===== src/rtl/alu_seq_ctrl_if.sv =====
// Instruction-fetch handshake and ALU operand/result bus between alu_seq_ctrl,
// instruction memory and the 8-bit ALU.
interface alu_seq_ctrl_if #(
  parameter int W = 8
);
  logic         instr_req;
  logic [7:0]   instr_addr;
  logic         instr_valid;
  logic [15:0]  instr_data;
  logic [W-1:0] alu_a;
  logic [W-1:0] alu_b;
  logic [3:0]   alu_op;
  logic [W-1:0] alu_f;
  logic         alu_c;
  logic         alu_ovf;
  logic         alu_z;
  logic         alu_n;

  modport master (
    output instr_req, instr_addr, alu_a, alu_b, alu_op,
    input  instr_valid, instr_data, alu_f, alu_c, alu_ovf, alu_z, alu_n
  );

  modport slave (
    input  instr_req, instr_addr, alu_a, alu_b, alu_op,
    output instr_valid, instr_data, alu_f, alu_c, alu_ovf, alu_z, alu_n
  );
endinterface


===== src/rtl/alu_seq_ctrl.sv =====
// Multi-cycle sequencer: fetches 16-bit instructions, drives the external ALU from a
// 4x8 register file, writes results back and keeps the {C,V,Z,N} branch flags.
module alu_seq_ctrl #(
  parameter int         W        = 8,
  parameter logic [7:0] RESET_PC = 8'h00
) (
  input  logic                clk,
  input  logic                rst_n,
  input  logic                start,
  alu_seq_ctrl_if.master      bus,
  output logic [3:0]          flags,
  output logic [7:0]          pc,
  output logic                busy,
  output logic                halted,
  output logic                err,
  input  logic [1:0]          dbg_sel,
  output logic [W-1:0]        dbg_data
);

  typedef enum logic [2:0] {
    S_IDLE   = 3'd0,
    S_FETCH  = 3'd1,
    S_DECODE = 3'd2,
    S_EXEC   = 3'd3,
    S_WB     = 3'd4,
    S_HALT   = 3'd5
  } state_t;

  state_t              state_q, state_d;
  logic [7:0]          pc_q, pc_d;
  logic [15:0]         ir_q, ir_d;
  logic [3:0][W-1:0]   regs_q, regs_d;
  logic [3:0]          flags_q, flags_d;
  logic                err_q, err_d;
  logic                req_q, req_d;
  logic [W-1:0]        a_q, a_d, b_q, b_d;
  logic [3:0]          op_q, op_d;
  logic [W-1:0]        f_hold_q, f_hold_d;
  logic [3:0]          fl_hold_q, fl_hold_d;
  logic                busy_q, busy_d;
  logic                halted_q, halted_d;

  logic [1:0]          fmt_s, rd_s, rs1_s, rs2_s;
  logic [3:0]          op_s;

  // Flag word is {C,V,Z,N}; branch cond encodes 00 Z, 01 N, 10 C, 11 V.
  function automatic logic cond_flag(input logic [1:0] cond, input logic [3:0] fl);
    logic sel;
    case (cond)
      2'b00:   sel = fl[1];
      2'b01:   sel = fl[0];
      2'b10:   sel = fl[3];
      2'b11:   sel = fl[2];
      default: sel = fl[1];
    endcase
    return sel;
  endfunction

  assign fmt_s = ir_q[15:14];
  assign op_s  = ir_q[13:10];
  assign rd_s  = ir_q[9:8];
  assign rs1_s = (fmt_s == 2'b01) ? ir_q[9:8] : ir_q[7:6];
  assign rs2_s = ir_q[5:4];

  // Next-state and datapath update
  always_comb begin
    state_d   = state_q;
    pc_d      = pc_q;
    ir_d      = ir_q;
    regs_d    = regs_q;
    flags_d   = flags_q;
    err_d     = err_q;
    req_d     = req_q;
    a_d       = a_q;
    b_d       = b_q;
    op_d      = op_q;
    f_hold_d  = f_hold_q;
    fl_hold_d = fl_hold_q;

    case (state_q)
      S_IDLE: begin
        if (start) begin
          state_d = S_FETCH;
          req_d   = 1'b1;
        end else begin
          state_d = S_IDLE;
        end
      end
      S_FETCH: begin
        if (req_q && bus.instr_valid) begin
          ir_d    = bus.instr_data;
          req_d   = 1'b0;
          state_d = S_DECODE;
        end else begin
          req_d   = 1'b1;
        end
      end
      S_DECODE: begin
        case (fmt_s)
          2'b11: state_d = S_HALT;
          2'b10: begin
            if (cond_flag(ir_q[13:12], flags_q) ^ ir_q[11]) begin
              pc_d = ir_q[7:0];
            end else begin
              pc_d = pc_q + 8'd1;
            end
            req_d   = 1'b1;
            state_d = S_FETCH;
          end
          default: begin
            // Operands are read here, so rd may alias rs1/rs2 safely.
            a_d = regs_q[rs1_s];
            if (fmt_s == 2'b01) begin
              b_d = W'(ir_q[7:0]);
            end else begin
              b_d = regs_q[rs2_s];
            end
            op_d    = op_s;
            state_d = S_EXEC;
          end
        endcase
      end
      S_EXEC: begin
        f_hold_d  = bus.alu_f;
        fl_hold_d = {bus.alu_c, bus.alu_ovf, bus.alu_z, bus.alu_n};
        state_d   = S_WB;
      end
      S_WB: begin
        pc_d    = pc_q + 8'd1;
        req_d   = 1'b1;
        state_d = S_FETCH;
        if (op_s <= 4'd1) begin
          regs_d[rd_s] = f_hold_q;
          flags_d      = fl_hold_q;
        end else if (op_s <= 4'd5) begin
          regs_d[rd_s] = f_hold_q;
          flags_d      = {2'b00, fl_hold_q[1:0]};
        end else if (op_s <= 4'd10) begin
          // Shifts/rotates leave the ALU carry/overflow outputs stale.
          regs_d[rd_s] = f_hold_q;
          flags_d      = {flags_q[3:2], fl_hold_q[1:0]};
        end else begin
          err_d = 1'b1;
        end
      end
      S_HALT: state_d = S_HALT;
      default: begin
        state_d = S_IDLE;
        req_d   = 1'b0;
      end
    endcase

    busy_d   = (state_d != S_IDLE) && (state_d != S_HALT);
    halted_d = (state_d == S_HALT);
  end

  // State, architectural registers and output flops
  always_ff @(posedge clk or negedge rst_n) begin
    if (!rst_n) begin
      state_q   <= S_IDLE;
      pc_q      <= RESET_PC;
      ir_q      <= 16'h0000;
      regs_q    <= '0;
      flags_q   <= 4'b0000;
      err_q     <= 1'b0;
      req_q     <= 1'b0;
      a_q       <= '0;
      b_q       <= '0;
      op_q      <= 4'b0010;
      f_hold_q  <= '0;
      fl_hold_q <= 4'b0000;
      busy_q    <= 1'b0;
      halted_q  <= 1'b0;
    end else begin
      state_q   <= state_d;
      pc_q      <= pc_d;
      ir_q      <= ir_d;
      regs_q    <= regs_d;
      flags_q   <= flags_d;
      err_q     <= err_d;
      req_q     <= req_d;
      a_q       <= a_d;
      b_q       <= b_d;
      op_q      <= op_d;
      f_hold_q  <= f_hold_d;
      fl_hold_q <= fl_hold_d;
      busy_q    <= busy_d;
      halted_q  <= halted_d;
    end
  end

  assign bus.instr_req  = req_q;
  assign bus.instr_addr = pc_q;
  assign bus.alu_a      = a_q;
  assign bus.alu_b      = b_q;
  assign bus.alu_op     = op_q;
  assign flags          = flags_q;
  assign pc             = pc_q;
  assign busy           = busy_q;
  assign halted         = halted_q;
  assign err            = err_q;
  assign dbg_data       = regs_q[dbg_sel];

endmodule


===== src/flat_wrapper.sv =====
// flat-port wrapper written by rule: the top's interface ports become plain ports
module alu_seq_ctrl_flat 
#(
  parameter int         W        = 8,
  parameter logic [7:0] RESET_PC = 8'h00
)
  (clk, rst_n, start, flags, pc, busy, halted, err, dbg_sel, dbg_data, bus_instr_req, bus_instr_addr, bus_alu_a, bus_alu_b, bus_alu_op, bus_instr_valid, bus_instr_data, bus_alu_f, bus_alu_c, bus_alu_ovf, bus_alu_z, bus_alu_n);
  alu_seq_ctrl_if #(.W(W)) bus_i ();
  input  logic clk;
  input  logic rst_n;
  input  logic start;
  output logic [3:0] flags;
  output logic [7:0] pc;
  output logic busy;
  output logic halted;
  output logic err;
  input  logic [1:0] dbg_sel;
  output logic [W-1:0] dbg_data;
  output wire logic [$bits(bus_i.instr_req)-1:0] bus_instr_req;
  output wire logic [$bits(bus_i.instr_addr)-1:0] bus_instr_addr;
  output wire logic [$bits(bus_i.alu_a)-1:0] bus_alu_a;
  output wire logic [$bits(bus_i.alu_b)-1:0] bus_alu_b;
  output wire logic [$bits(bus_i.alu_op)-1:0] bus_alu_op;
  input wire logic [$bits(bus_i.instr_valid)-1:0] bus_instr_valid;
  input wire logic [$bits(bus_i.instr_data)-1:0] bus_instr_data;
  input wire logic [$bits(bus_i.alu_f)-1:0] bus_alu_f;
  input wire logic [$bits(bus_i.alu_c)-1:0] bus_alu_c;
  input wire logic [$bits(bus_i.alu_ovf)-1:0] bus_alu_ovf;
  input wire logic [$bits(bus_i.alu_z)-1:0] bus_alu_z;
  input wire logic [$bits(bus_i.alu_n)-1:0] bus_alu_n;
  assign bus_instr_req = bus_i.instr_req;
  assign bus_instr_addr = bus_i.instr_addr;
  assign bus_alu_a = bus_i.alu_a;
  assign bus_alu_b = bus_i.alu_b;
  assign bus_alu_op = bus_i.alu_op;
  assign bus_i.instr_valid = bus_instr_valid;
  assign bus_i.instr_data = bus_instr_data;
  assign bus_i.alu_f = bus_alu_f;
  assign bus_i.alu_c = bus_alu_c;
  assign bus_i.alu_ovf = bus_alu_ovf;
  assign bus_i.alu_z = bus_alu_z;
  assign bus_i.alu_n = bus_alu_n;
  alu_seq_ctrl #(.W(W), .RESET_PC(RESET_PC)) u_core (.clk(clk), .rst_n(rst_n), .start(start), .bus(bus_i), .flags(flags), .pc(pc), .busy(busy), .halted(halted), .err(err), .dbg_sel(dbg_sel), .dbg_data(dbg_data));
endmodule

===== config.mk =====
export PLATFORM = sky130hd
export DESIGN_NAME = alu_seq_ctrl_flat
export DESIGN_NICKNAME = d
export VERILOG_FILES = /design/src/rtl/alu_seq_ctrl_if.sv /design/src/rtl/alu_seq_ctrl.sv /design/src/flat_wrapper.sv
export SDC_FILE = /design/constraint.sdc
export NUM_CORES = 1
export LEC_CHECK = 0
export BUFFER_PORTS_ARGS = -buffer_cell sky130_fd_sc_hd__buf_2
export CAP_MARGIN = 20
export CORE_UTILIZATION = 40
export DETAILED_ROUTE_END_ITERATION = 10
export MAX_ROUTING_LAYER = met4
export PLACE_DENSITY = 0.59
export SYNTH_ARGS = -nofsm -noshare
export SYNTH_HDL_FRONTEND = slang
export SYNTH_SLANG_ARGS = --single-unit

===== constraint.sdc =====
create_clock -name clk -period 3.4 [get_ports clk]
set_input_delay 0.68 -clock clk [delete_from_list [all_inputs] [get_ports clk]]
set_output_delay 0.68 -clock clk [all_outputs]
set_load 0.02 [all_outputs]

==> results by group <==
Placement
  – Worst slack at placement: between 0.9 and 1 ns
  – Post-detail-place hpwl: between 8 and 9 mm
  – Number of I/O port buffers: 85
  – Routability cong.: slightly below 0.9
  – Dpl cells: 572

Min path
  – Hold Crit Class: primary input to asynchronous set/reset pin

Layout
  – Post-layout util: 0.486
  – Fillcell total: 1086
  – Final std cells w/o fill: slightly below 600
  – N_diodes: 0
  – Layout Nets: between 400 and 500
  – Layout cells sized above 1: 0.467
  – Area Growth Syn to Fin: 16.5%

Timing
  – Max Slew Vio Count: 0
  – Slew headroom: 0.484
  – Unrepaired setup endpoints after global routing: no
  – Fmax achieved: approximately 400 MHz
  – Worst Slack Setup Final: 0.907 ns
  – Final period util: 0.733
  – Minimum clock period: ~2.5 ns
  – Final hold vios: 0
  – Post-route setup TNS: 0 ns
  – Worst Tran Pin Value: between 0.7 and 0.8 ns
  – # setup viols final: 0
  – Clk_skew: ~0.0076 ns

Synth
  – Ys Warns: 0
  – Synth Register Bits: 99
  – Ys async rst share: 1.00
  – Syn_area_per_cell: about 13 um^2
  – Post-Synthesis Cell Area: 0.00484 mm^2
  – Top_reg_cell synth: dfrtp_1
  – Syn Inst Count: roughly 370
  – Post-Syn Nets: 400
  – Register area share after synthesis: 0.512
  – EDFF count, synth: 0
  – Library cells used by synthesis: 52

Clock tree
  – Post-CTS Hold Fix Bufs: 0
  – CTS max path bufs: 2
  – Clk root buf: clkbuf_16
  – Post-CTS Setup Inserts: 0
  – Clock sinks: 99
  – CTS Buf Count: 9
  – Clk slew on worst S/H paths: ~0.070 ns
  – CTS tree: done
  – Number of H-tree levels: 3
  – CTS resizes: 0
  – Clk_lat worst skew: between 0.3 and 0.4 ns

GRT
  – First-pass GRT wire length: between 15 and 20 mm
  – Gr usage total: 0.204
  – Initial antenna violation count: 0
  – Remaining Overflow, GRT: 0
  – Pin count of the biggest net entering global routing: slightly below 50
  – Vias in the first global route: around 3300

Drt
  – Vias: between 3000 and 4000
  – Initial DRC Count: 150
  – Routed wl met2: 5.42 mm
  – Vias per cell: between 5 and 6
  – Drt total wl: around 12 mm
  – Routed met3 length: about 560 um
  – Post-DRT Antenna Nets: 0
  – Highest routed layer: met4
  – WL met1: 5.48 mm
  – Pre-Repair DR Iteration Count: 8
  – Routed len/inst: 19.9 um
  – Drt drc: 7

Pwr
  – P per Cell Area: approximately 1000 mW/mm^2
  – Leak Pwr: around 0.0026 uW
  – Max VDD drop: about 360 uV
  – Pwr Total: about 5600 uW

Floorplan
  – Die area: roughly 0.013 mm^2
  – Placeable Area: between 0.01 and 0.015 mm^2
  – Io pins: 86
  – Num rows: 39
  – DIE HEIGHT: roughly 110 um
  – Die width: around 110 um
  – Starting Density: 0.417

Worst setup path
  – FF-to-FF Start: u_core.state_q[0]
  – CP cell instances: or3b_1 -> a21o_4 -> nor3b_4 -> mux2_2
  – Crit path from: u_core.state_q[0]
  – Crit path required time: 3.63 ns
  – Startpoint Class: register
  – Crit. End Element: register
  – CP max stage delay: roughly 0.62 ns
  – Worst R2R End: u_core.regs_q[20]
  – Reg-to-reg setup timing slack: between 0.9 and 1 ns
  – Crit path buf inv count: 0
  – Worst-path maximum fanout: 17
  – Crit Path Category: register to register
  – Critical path arrival: between 2 and 3 ns
  – Top cell family by delay on the critical path: simple AND/OR/NAND/NOR gates
  – Slowest CP cell: or3b_1
  – Worst r2r path cells: 4

Run status
  – Failing checks: DRC
  – Run status: finished with violations

Job
  – Maxcap violations: 0
## per-stage QoR
stage	instance area, um^2	hold slack [ns]
detailed placement	5370	0.452
finish	5640	0.343
CTS	5640	0.378
floorplan	4840	0.384
global route	5640	0.401
global placement	5370	0.446
## power breakdown
group          switching (uW)  total (uW)  internal, uW  leakage [uW]
Sequential                625        2310          1690       0.00124
Clock                     427         955           527      0.000131
Combinational            1210        2380          1170       0.00119
Total                    2260        5640          3390       0.00256
## metal layers
layer,GRT usage,up-vias
met3,0.0367,15
met2,0.296,110
met5,-,-
li1,-,1511
met4,0.0773,0
met1,0.286,1689
## worst reg2reg max path: stages, from the launching register on
cell and delay, ns:
dfrtp_1 0.55, or3b_1 0.62, a21o_4 0.30, nor3b_4 0.50, mux2_2 0.40
## worst max-delay path by stage
stage          slack (ns)                end  cells past startpoint
3_3_place_gp         1.01        dbg_data[0]                      3
6_report             0.91  u_core.regs_q[20]                      4
3_5_place_dp         0.93  u_core.regs_q[20]                      4
4_1_cts              0.92  u_core.regs_q[20]                      4
5_1_grt              0.82  u_core.regs_q[20]                      4
2_1_floorplan        1.01        dbg_data[0]                      2
## cell families after synthesis
family	after synthesis	share of synthesized area
AND/OR/NAND/NOR	74	0.0863
adder cells (fa/ha/maj)	1	0.00258
AO/OA/AOI/OAI	56	0.0775
flip-flops	99	0.512
multiplexers	98	0.282
buffers and inverters	35	0.0346
XOR/XNOR	2	0.00517
## area by class of cell
class / instances / area (um^2) / area share
sequential: 99 / 2480 / 0.440
multi-input combinational: 231 / 2210 / 0.391
timing repair buffer: 92 / 480 / 0.0852
clock buffer: 12 / 256 / 0.0455
tap: 143 / 179 / 0.0317
inverter: 7 / 26.3 / 0.00466
clock inverter: 2 / 12.5 / 0.00222
## flip-flops by register name, summed over array words and instances, names as in the netlist
| signal | count |
|---|---|
| u_core.bus.alu_a | 8 |
| u_core.bus.alu_b | 8 |
| u_core.bus.alu_op | 4 |
| u_core.bus.instr_addr | 8 |
| u_core.bus.instr_req | 1 |
| u_core.busy | 1 |
| u_core.err | 1 |
| u_core.f_hold_q | 8 |
| u_core.fl_hold_q | 4 |
| u_core.flags | 4 |
| u_core.halted | 1 |
| u_core.ir_q | 16 |
| u_core.regs_q | 32 |
| u_core.state_q | 3 |
## synthesized netlist by cell type, types with 2 or more instances
cell / n / share of area
or2_2: 2 / 0.0026
a21o_1: 2 / 0.0031
dfrtp_1: 98 / 0.51
o21ai_0: 18 / 0.019
clkbuf_1: 14 / 0.011
nand2b_1: 3 / 0.0039
nor3_1: 7 / 0.0072
buf_1: 3 / 0.0023
nor3b_4: 2 / 0.0078
buf_4: 9 / 0.014
a211oi_1: 2 / 0.0031
a22o_1: 2 / 0.0036
nand3_1: 7 / 0.0072
nor4_1: 3 / 0.0039
mux4_2: 23 / 0.11
and2_1: 2 / 0.0026
o22ai_1: 10 / 0.013
mux2i_1: 7 / 0.014
inv_1: 7 / 0.0054
a21oi_1: 5 / 0.0052
nor2b_1: 3 / 0.0039
a2111oi_0: 4 / 0.0072
o211ai_1: 3 / 0.0047
nand2_1: 28 / 0.022
mux2_2: 66 / 0.15
nor2_1: 4 / 0.0031
a311oi_1: 2 / 0.0036
nand4_1: 5 / 0.0065
## layout by cell type (no fill, tap or decap), types with 7 or more instances in the layout
| master | n |
|---|---|
| o21ai_0 | 18 |
| buf_4 | 8 |
| dfrtp_1 | 98 |
| clkbuf_16 | 9 |
| mux2_2 | 66 |
| mux4_2 | 23 |
| inv_1 | 7 |
| buf_2 | 84 |
| nand3_1 | 7 |
| nand2_1 | 28 |
| mux2i_1 | 7 |
| o22ai_1 | 10 |
Power figures use the tool's default switching activity.
